File: config.mk
export PLATFORM = sky130hd
export DESIGN_NAME = sum_accumulator
export DESIGN_NICKNAME = d
export VERILOG_FILES = /design/src/rtl/sum_acc_pkg.sv /design/src/rtl/sum_acc_add.sv /design/src/rtl/sum_accumulator.sv
export SDC_FILE = /design/constraint.sdc
export NUM_CORES = 1
export LEC_CHECK = 0
export CORE_ASPECT_RATIO = 1.4
export CORE_MARGIN = 2
export CORE_UTILIZATION = 35
export DETAILED_ROUTE_END_ITERATION = 10
export RECOVER_POWER = 50
export SETUP_SLACK_MARGIN = 0.4
export SYNTH_ARGS = -nofsm -noshare
export SYNTH_HDL_FRONTEND = slang
export SYNTH_HIERARCHICAL = 1
export SYNTH_SLANG_ARGS = --single-unit
export TNS_END_PERCENT = 100
File: constraint.sdc
create_clock -name clk -period 8.7 [get_ports clk]
set_input_delay 1.74 -clock clk [delete_from_list [all_inputs] [get_ports clk]]
set_output_delay 1.74 -clock clk [all_outputs]
set_load 0.01 [all_outputs]
File: src/rtl/sum_acc_pkg.sv
// Shared types and constants for the frame accumulator; SUM_ACC_SAT_EN selects clamping in sat_add.
// Latency: none (declarations only).  Backpressure: n/a.
package sum_acc_pkg;

    typedef enum logic [1:0] {
        IDLE  = 2'd0,
        ACCUM = 2'd1,
        HOLD  = 2'd2
    } sum_acc_state_t;

    localparam int unsigned SUM_W   = 64;
    localparam logic [63:0] SUM_MAX = 64'h7FFF_FFFF_FFFF_FFFF;
    localparam logic [63:0] SUM_MIN = 64'h8000_0000_0000_0000;

    // Overflow when both operands share a sign that the result does not.
    function automatic logic [63:0] sat_add(input logic [63:0] a,
                                            input logic [63:0] b,
                                            output logic       ovf);
        logic [63:0] r;
        r   = a + b;
        ovf = (a[63] == b[63]) && (r[63] != a[63]);
`ifdef SUM_ACC_SAT_EN
        if (ovf) begin
            r = a[63] ? SUM_MIN : SUM_MAX;
        end
`endif
        return r;
    endfunction

endpackage

File: src/rtl/sum_acc_add.sv
// Signed add with overflow detect; clamps on overflow when SUM_ACC_SAT_EN is defined, wraps otherwise.
// Latency: combinational.  Backpressure: n/a.
module sum_acc_add
    import sum_acc_pkg::*;
#(
    parameter int DATA_W = 64
) (
    input  logic [DATA_W-1:0] a,
    input  logic [DATA_W-1:0] b,
    output logic [DATA_W-1:0] sum,
    output logic              ovf
);

    generate
        if (DATA_W == SUM_W) begin : g_pkg
            always_comb begin
                sum = sat_add(a, b, ovf);
            end
        end else begin : g_generic
            localparam logic [DATA_W-1:0] MAX_V = {1'b0, {(DATA_W-1){1'b1}}};
            localparam logic [DATA_W-1:0] MIN_V = {1'b1, {(DATA_W-1){1'b0}}};
            logic [DATA_W-1:0] raw;
            always_comb begin
                raw = a + b;
                ovf = (a[DATA_W-1] == b[DATA_W-1]) && (raw[DATA_W-1] != a[DATA_W-1]);
                sum = raw;
`ifdef SUM_ACC_SAT_EN
                if (ovf) begin
                    sum = a[DATA_W-1] ? MIN_V : MAX_V;
                end
`endif
            end
        end
    endgenerate

endmodule

File: src/rtl/sum_accumulator.sv
// Accumulates FRAME_LEN signed samples (or fewer on flush) into one total with sticky overflow; SUM_ACC_SAT_EN clamps.
// Latency: out_valid one cycle after the closing accept/flush.  Backpressure: in_ready low while a total is held.
module sum_accumulator
    import sum_acc_pkg::*;
#(
    parameter int DATA_W    = 64,
    parameter int FRAME_LEN = 4,
    parameter int CNT_W     = $clog2(FRAME_LEN + 1)
) (
    input  logic              clk,
    input  logic              rst_n,
    input  logic              in_valid,
    output logic              in_ready,
    input  logic [DATA_W-1:0] in_data,
    input  logic              flush,
    output logic              out_valid,
    input  logic              out_ready,
    output logic [DATA_W-1:0] out_sum,
    output logic [CNT_W-1:0]  out_count,
    output logic              out_ovf
);

    localparam logic [CNT_W-1:0] FRAME_CNT = CNT_W'(FRAME_LEN);

    sum_acc_state_t    state;
    logic [DATA_W-1:0] acc;
    logic [CNT_W-1:0]  cnt;
    logic              ovf;

    logic [DATA_W-1:0] add_sum;
    logic              add_ovf;
    logic [CNT_W-1:0]  cnt_inc;
    logic              accept;

    sum_acc_add #(.DATA_W(DATA_W)) u_add (
        .a   (acc),
        .b   (in_data),
        .sum (add_sum),
        .ovf (add_ovf)
    );

    assign accept  = in_valid && in_ready;
    assign cnt_inc = cnt + 1'b1;

    // The running registers double as the output holding registers.
    assign out_sum   = acc;
    assign out_count = cnt;
    assign out_ovf   = ovf;

    always_ff @(posedge clk or negedge rst_n) begin
        if (!rst_n) begin
            state     <= IDLE;
            acc       <= '0;
            cnt       <= '0;
            ovf       <= 1'b0;
            out_valid <= 1'b0;
            in_ready  <= 1'b1;
        end else begin
            case (state)
                IDLE, ACCUM: begin
                    if (accept) begin
                        acc <= add_sum;
                        cnt <= cnt_inc;
                        ovf <= ovf | add_ovf;
                        if (cnt_inc == FRAME_CNT || flush) begin
                            state     <= HOLD;
                            out_valid <= 1'b1;
                            in_ready  <= 1'b0;
                        end else begin
                            state <= ACCUM;
                        end
                    end else if (flush && cnt != '0) begin
                        state     <= HOLD;
                        out_valid <= 1'b1;
                        in_ready  <= 1'b0;
                    end
                end
                HOLD: begin
                    if (out_ready) begin
                        state     <= IDLE;
                        acc       <= '0;
                        cnt       <= '0;
                        ovf       <= 1'b0;
                        out_valid <= 1'b0;
                        in_ready  <= 1'b1;
                    end
                end
                default: begin
                    state     <= IDLE;
                    acc       <= '0;
                    cnt       <= '0;
                    ovf       <= 1'b0;
                    out_valid <= 1'b0;
                    in_ready  <= 1'b1;
                end
            endcase
        end
    end

endmodule

# ---- Word-level counts from Yosys, hierarchy flattened
# Index checks and enable logic that the tools add are counted.
dict set report word_totals {
  regBits 72
  inputBits 69
  out_inout_bits 70
  word_cells 51
}
dict set report classes {
  add_sub_neg 2
  eq_ne 9
  muxes 23
  bitwise 1
  n_reduce_logical 10
}
# cell n
set op_table {}
lappend op_table {{$mux W64} 2}
lappend op_table {{$pmux W64 S2} 1}
lappend op_table {{$add A64 B64 Y64} 1}
lappend op_table {{$mux W1} 9}
lappend op_table {{$mux W2} 4}
lappend op_table {{$mux W3} 2}
lappend op_table {{$ne A3 B3 Y1 const B} 2}
lappend op_table {{$pmux W1 S2} 3}
lappend op_table {{$pmux W3 S2} 1}
lappend op_table {{$ne A2 B2 Y1 const B} 2}
lappend op_table {{$pmux W2 S2} 1}
lappend op_table {{$reduce_and A2 Y1} 2}
lappend op_table {{$add A3 B1 Y3 const B} 1}
lappend op_table {{$eq A3 B3 Y1 const B} 1}
lappend op_table {{$logic_and A1 B1 Y1} 3}
lappend op_table {{$reduce_and A3 Y1} 1}
lappend op_table {{$reduce_bool A3 Y1} 1}
lappend op_table {{$eq A2 B1 Y1 const B} 1}
lappend op_table {{$eq A2 B2 Y1 const B} 1}
lappend op_table {{$logic_not A2 Y1} 1}
lappend op_table {{$reduce_or A2 Y1} 1}
lappend op_table {{$eq A1 B1 Y1} 1}
lappend op_table {{$logic_or A1 B1 Y1} 1}
lappend op_table {{$ne A1 B1 Y1} 1}
lappend op_table {{$or A1 B1 Y1} 1}

# ---- Logic depth before layout (Yosys ltp)
# Gate-level depths: netlist of run 1.
dict set report logic_depth {
  depth_word 6
  depth_mapped 13
}

# ---- Hierarchy
# The synthesis of run 1 kept the hierarchy.
# mod instances cells_each area_each_um2
set by_module_without_submodules {}
lappend by_module_without_submodules {sum_acc_add 1 549 3687.3}
lappend by_module_without_submodules {sum_accumulator 1 318 3017.9}

# ---- Worst setup path before layout of run 1
# Ideal clock, no wire load.
dict set report synth_timing {
  path_kind {input port to flip-flop}
  start {in in_data[0]}
  end {reg acc[62] (netlist: out_sum[62])}
  setup_time_ns 0.083
  arrival_ns 4.409
  required_time_ns 8.617
  path_slack_ns 4.209
  stages 13
  n_path_buf 0
  cell_sequence {ha_1 fa_1 a21o_1 a31o_1 a41oi_1 a21oi_1 o21ai_1 nand3_1 a31oi_2 mux2i_1 a2111oi_1 nand3_1 o21ai_0}
}
dict set report synth_between {
  elab_chain_len 3
}
# element line
set synth_rtl {}
lappend synth_rtl {{from (decl)} sum_accumulator.sv:14} ;# input logic [DATA_W-1:0] in_data,
lappend synth_rtl {{$add A64 B64 Y64} sum_acc_pkg.sv:20} ;# r = a + b;
lappend synth_rtl {{net add_sum[62]} sum_accumulator.sv:30} ;# logic [DATA_W-1:0] add_sum;
lappend synth_rtl {{$mux W64} sum_accumulator.sv:61} ;# if (accept) begin
lappend synth_rtl {{$pmux W64 S2} sum_accumulator.sv:59} ;# case (state)
lappend synth_rtl {{to (signal assigned)} sum_accumulator.sv:62} ;# acc <= add_sum;
lappend synth_rtl {{to (decl)} sum_accumulator.sv:26} ;# logic [DATA_W-1:0] acc;
# The timed path passes the listed nets, and every way through them passes these cells. The select of a mux whose other input is x is not followed.
# A chain may end at the register's enable or synchronous reset.

==> metrics.cfg, run 1 <==
[global_route]
grt_antenna_before_repair = 0
grt_pass1_wl_mm = 32.8
grt_max_degree = 73
overflow = 0
grt_usage = 0.200
grt_pass1_vias = 6662

[drt]
ant_nets = 0
drt_wl_total_mm = 20.1
wire_per_inst_um = 16.5
drc = 0
first_iter_violations = 293
post_drt_via_cell_ratio = 5.36
first_pass_iters = 4
vias = 6529

[logic_synthesis]
yosys_warnings = 6
synth.area.top_cells = dfrtp_1 (26%), ha_1 (12%), o21ai_0 (7.6%), nand3_1 (6.3%), a21oi_1 (5.1%)
yosysUniqueCellTypes = 65
yosys.area.top_type_share = 0.265
synth.avg_cell_area_um2 = 7.73
ys_ff_latch = 72
synth_ff_type = dfrtp_1
synth_top_cell_by_area = dfrtp_1
syn_area_mm2 = 0.00671
syn_nets = 1003
ys_async_sr_fraction = 1.00
synth_edf_count = 0
syn_inst = 867
synth-seq-area-share = 0.269

[timing]
rsz0062_at_grt = false
max_clock_freq_ghz = 0.193
fin_skew_ps = 11.8
final-setup-viol-count = 0
finalCriticalPeriod_ps = 5180
finalSetupTns_ps = 0
slew_viol_final = 103
fin_hold_ws_ps = 502
relSlewSlack = -1.76
finalCritPeriodShare = 0.595
tightest_slew_ps = 4140
hold_viol_final = 0

[power_and_ir_drop]
max-vdd-ir-drop_uv = 174
powerDensity_mw_per_mm2 = 317
power_leakage_uw = 0.00384

[floorplanning]
die_area_mm2 = 0.0203
pin_count = 139
dieHeight_um = 168
initial_core_util = 0.359
core_area_mm2 = 0.0187
floorplan.die.width_um = 121
rows = 59

[worst_setup_path]
arrival_ps = 4660
critical_path_buf_inv_count = 1
endpoint_kind = async pin
slowest_stage = clkbuf_1
worst_ep_required_time_ps = 8180
crit_chain = clkbuf_1
cp_max_fo = 72
startpoint_type = input port
crit_path_max_incr_delay_ps = 2850
path_class = input port to async pin
crit_family = buffers and inverters

[cts]
post_cts_resized = 0
h-tree-depth = 3
cts_tree = yes
clk_pin_slew_ps = 70
numCtsBuffers = 9
cts_sinks = 72
clockRootBuffer = clkbuf_16
clk_latency_ps = 350
cts_setup_buffers = 0
ctsHoldBuffers = 0
clockBufferDepth = 2

[finish]
n_fill_cell = 1915
multi_input_area_mm2 = 0.00439
final_nets = 1106
seq_area_mm2 = 0.00180
area_delta_synth_final_pct = 27.0
layout-drive-gt1-share = 0.0287
final_cell_mix = clkdlybuf4s50_1 (106), o21ai_0 (102), nand3_1 (84)
n_antenna_cell = 0
layout_commonest_cell = clkdlybuf4s50_1

[hold_path]
hp-class = flop to flop

[placed_design]
portBuffers = 138
gp_congestion = 0.886
dpl.hpwl_mm = 15.1

[outcome]
outcome = complete, but fails checks
violations = max-capacitance violations, max-slew violations

[run]
cap_violations = 2

-- area by class of cell --
| cell class | count | area share |
|---|---|---|
| flip-flops and latches | 72 | 0.212 |
| inverters | 82 | 0.0362 |
| well taps | 244 | 0.0359 |
| clock buffers | 11 | 0.0273 |
| repair buffers | 141 | 0.164 |
| clock inverters | 5 | 0.00955 |
| multi-input cells | 664 | 0.515 |
-- report_power, final --
part / internal, µW / switching (µW) / leakage, µW
combinational: 733 / 977 / 0.00273
sequential: 462 / 119 / 0.000966
clock: 252 / 154 / 0.000150
total: 1450 / 1250 / 0.00384
-- kinds of logic after synthesis --
group,share of synthesized area
buffers and inverters,0.0771
XOR/XNOR,0.0784
AND/OR/NAND/NOR,0.179
adder cells (fa/ha/maj),0.126
flip-flops,0.269
AO/OA/AOI/OAI,0.266
multiplexers,0.00467
-- routing by layer --
layer | GRT usage | share of wire | vias up | wire (µm)
met3 | 0.0264 | 0.041 | 34 | 831
met2 | 0.358 | 0.51 | 154 | 10300
met5 | 0 | 0 | - | 0
met4 | 0.0870 | 0.028 | 0 | 563
li1 | - | - | 3300 | -
met1 | 0.235 | 0.42 | 3041 | 8370
-- sequential cells by signal (all words and copies together) (netlist names) --
signal,cells
state,2
out_ovf,1
out_valid,1
in_ready,1
out_sum,64
out_count,3
-- worst reg2reg max path, cell delays in order, from the launching register on --
cell	delay (ps)
dfrtp_1	400
ha_1	250
fa_1	410
a21o_1	200
a31o_1	230
a41oi_1	290
a21oi_1	220
o21ai_1	350
nand3_1	220
a31oi_2	400
mux2i_1	120
a2111oi_1	360
nand3_1	110
o21ai_0	100
-- cells in the mapped netlist, types with 2 or more instances --
cell and number:
o21ai_0 102, nand3_1 84, inv_1 82, dfrtp_1 71, a21oi_1 68, ha_1 66, nand2_1 66, xnor2_1 37
clkbuf_1 36, nor2_1 31, a21o_1 30, xor2_1 23, nor3_1 16, nand4_1 15, o21ai_1 12, a31oi_1 10
o21a_1 9, a211oi_1 8, buf_2 8, o211ai_1 7, o21bai_1 7, or3_1 5, and2_1 4, nand2b_1 4
nor2b_1 4, nor4_1 4, o31a_1 4, o31ai_1 4, a211o_1 3, a221oi_1 2, a32oi_1 2, a41o_1 2
a41oi_1 2, and3_1 2, buf_1 2, buf_4 2, mux2i_1 2, nor4b_1 2, o41ai_1 2, or2_2 2
-- through the flow --
step           setup WS, ps  area, µm²  utilization  power [µW]  std cells
3_5_place_dp           3240       8210        0.440        2320       1203
2_1_floorplan          4210       6710            -        1740        867
4_1_cts                3580       8530        0.457        2750       1219
3_3_place_gp           3310       8210        0.440        2310       1203
5_1_grt                2620       8510        0.456        2940       1219
6_report               3520       8510        0.456        2700       1219
-- path summary, 6_finish.rpt --
path                             from          end  slack [ps]  cells after the start
setup / recovery                rst_n  out_sum[34]        3520                      1
hold / removal              out_valid    out_valid         500                      2
setup reg to reg           out_sum[0]  out_sum[62]        4950                     13
hold reg to reg             out_valid    out_valid         500                      2
max in group clk           in_data[0]  out_sum[62]        3580                     14
min in group asynchronous       rst_n  out_sum[22]        2850                      1
(Power assumes the default switching activity.)
==> run 2, diff against run 1 <==
- clock period: 8.7 -> 5.2 ns (I/O delays scaled with it)
==> run 2 against run 1 <==
Clock skew is 5.1 ps lower. Register-to-register slack got worse by 3500 ps. Highest routed layer unchanged. Combinational power is 67% higher. Global-route usage is 0.13 points lower. The run still ends with max-capacitance violations, max-slew violations left. Critical path depth grew 13.
==> metrics.cfg, run 2 (synthesis results as in run 1) <==
[global_route]
gr-usage-met1 = 0.232  ; was 0.235
grt_pass1_vias = 6611  ; was 6662
grt_max_degree = 73  ; unchanged
grt_use_met2 = 0.358  ; unchanged
grt_antenna_before_repair = 0  ; unchanged
overflow = 0  ; unchanged
grt_pass1_wl_mm = 32.4  ; was 32.8 mm
use_met3 = 0.0346  ; was 0.0264
grt_usage = 0.199  ; was 0.200
top_usage_layer = met2  ; unchanged

[floorplanning]
dieHeight_um = 168  ; unchanged
pin_count = 139  ; unchanged
core_area_mm2 = 0.0187  ; unchanged
initial_core_util = 0.359  ; unchanged
die_area_mm2 = 0.0203  ; unchanged
floorplan.die.width_um = 121  ; unchanged
rows = 59  ; unchanged

[timing]
final-setup-viol-count = 0  ; unchanged
tightest_slew_ps = 2900  ; was 4140 ps
finalSetupTns_ps = 0  ; unchanged
rsz0062_at_grt = false  ; unchanged
relSlewSlack = -0.952  ; was -1.76
hold_viol_final = 0  ; unchanged
finalCritPeriodShare = 0.846
slew_viol_final = 103  ; unchanged
fin_hold_ws_ps = 490  ; was 502 ps
fin_skew_ps = 6.68  ; was 11.8 ps
finalCriticalPeriod_ps = 4400
max_clock_freq_ghz = 0.227

[drt]
ant_nets = 0  ; unchanged
wire_per_inst_um = 16.3  ; was 16.5 µm
drc = 0  ; unchanged
first_iter_violations = 323  ; was 293
vias = 6518  ; was 6529
drt_wl_total_mm = 19.9  ; was 20.1 mm
first_pass_iters = 7  ; was 4
post_drt_via_cell_ratio = 5.35  ; was 5.36

[placed_design]
portBuffers = 138  ; unchanged
gp_congestion = 0.883  ; was 0.886
dpl.hpwl_mm = 15.1  ; about the same
placed_cell_area_mm2 = 0.00821  ; unchanged

[hold_path]
hp-class = flop to flop  ; unchanged

[power_and_ir_drop]
powerDensity_mw_per_mm2 = 531  ; was 317 mW/mm²
max-vdd-ir-drop_uv = 243  ; was 174 µV
power_leakage_uw = 0.00387  ; was 0.00384 µW
power_uw = 4530  ; was 2700 µW

[cts]
clockBufferDepth = 2  ; unchanged
clk_latency_ps = 340  ; was 350 ps
clk_pin_slew_ps = 60  ; was 70 ps
ctsHoldBuffers = 0  ; unchanged
clockRootBuffer = clkbuf_16  ; unchanged
numCtsBuffers = 9  ; unchanged
h-tree-depth = 3  ; unchanged
cts_tree = yes  ; unchanged
post_cts_resized = 0  ; unchanged
cts_setup_buffers = 0  ; unchanged
cts_sinks = 72  ; unchanged

[finish]
layout-drive-gt1-share = 0.0318  ; was 0.0287
area_delta_synth_final_pct = 27.4  ; was 27.0%
multi_input_area_mm2 = 0.00439  ; unchanged
seq_area_mm2 = 0.00180  ; unchanged
utilization = 0.457  ; was 0.456
final_nets = 1106  ; unchanged
final_cell_area_mm2 = 0.00854  ; was 0.00851 mm²
layout_commonest_cell = clkdlybuf4s50_1  ; unchanged
n_antenna_cell = 0  ; unchanged
largest_reg_flops = 64  ; unchanged
n_fill_cell = 1913  ; was 1915
final_cell_mix = clkdlybuf4s50_1 (103), o21ai_0 (102), nand3_1 (84)  ; was clkdlybuf4s50_1 (106), o21ai_0 (102), nand3_1 (84)

[worst_setup_path]
r2r_slack_ps = 1450  ; was 4950 ps
startpoint_type = input port  ; unchanged
worst_ep_required_time_ps = 5460  ; was 8180 ps
arrival_ps = 4660  ; about the same
endpoint_kind = flop  ; was async pin
path_class = input port to flop  ; was input port to async pin
cp_max_fo = 6  ; was 72

[outcome]
violations = max-capacitance violations, max-slew violations  ; unchanged
outcome = complete, but fails checks  ; unchanged

[run]
cap_violations = 2  ; unchanged

[run 2: cell count changes in the layout (fill, tap and decap cells not counted), sizes merged]
| cell | change |
|---|---|
| clkinv | -2 |
| clkinvlp | +1 |
| clkdlybuf4s50 | -3 |
| dlygate4sd3 | +3 |
| clkbuf | +1 |
[run 2: final timing paths]
kind,from,to,cells past startpoint
worst max-delay path,in_data[0],out_sum[62],14
worst min-delay path,out_valid,out_valid,2
worst max register to register,in_ready,out_sum[40],4
worst min register to register,out_valid,out_valid,2
max in group asynchronous,rst_n,out_sum[2],1
min in group asynchronous,rst_n,out_sum[23],1
[run 2: report_power, final]
part           internal, µW  leakage [µW]  switching [µW]
clock                   460      0.000161             256
combinational          1220       0.00274            1630
sequential              773      0.000966             196
[run 2: layer usage]
layer / share of wire / vias to the layer above
li1: - / 3311
met2: 0.52 / 170
met5: 0 / -
met4: 0.021 / 0
met3: 0.046 / 25
met1: 0.42 / 3012
[run 2: stage by stage]
stage               setup WS [ps]  std cells
finish                        802       1219
global route                  457       1219
CTS                           799       1219
detailed placement            440       1203
global placement              513       1203
floorplan                    1410        867
[run 2: critical path, cell delays in order]
cell             delay (ps)
clkdlybuf4s50_1         400
ha_1                    220
fa_1                    410
a21o_1                  200
a31o_1                  240
a41oi_1                 280
a21oi_1                 210
o21ai_1                 340
nand3_1                 210
a31oi_2                 400
mux2i_1                 130
a2111oi_1               360
nand3_1                 100
o21ai_0                 100
[run 2: area by class of cell]
type,instances,area share
well taps,244,0.0357
clock inverters,4,0.00879
repair buffers,141,0.164
inverters,82,0.0360
flip-flops and latches,72,0.211
clock buffers,12,0.0312
multi-input cells,664,0.513
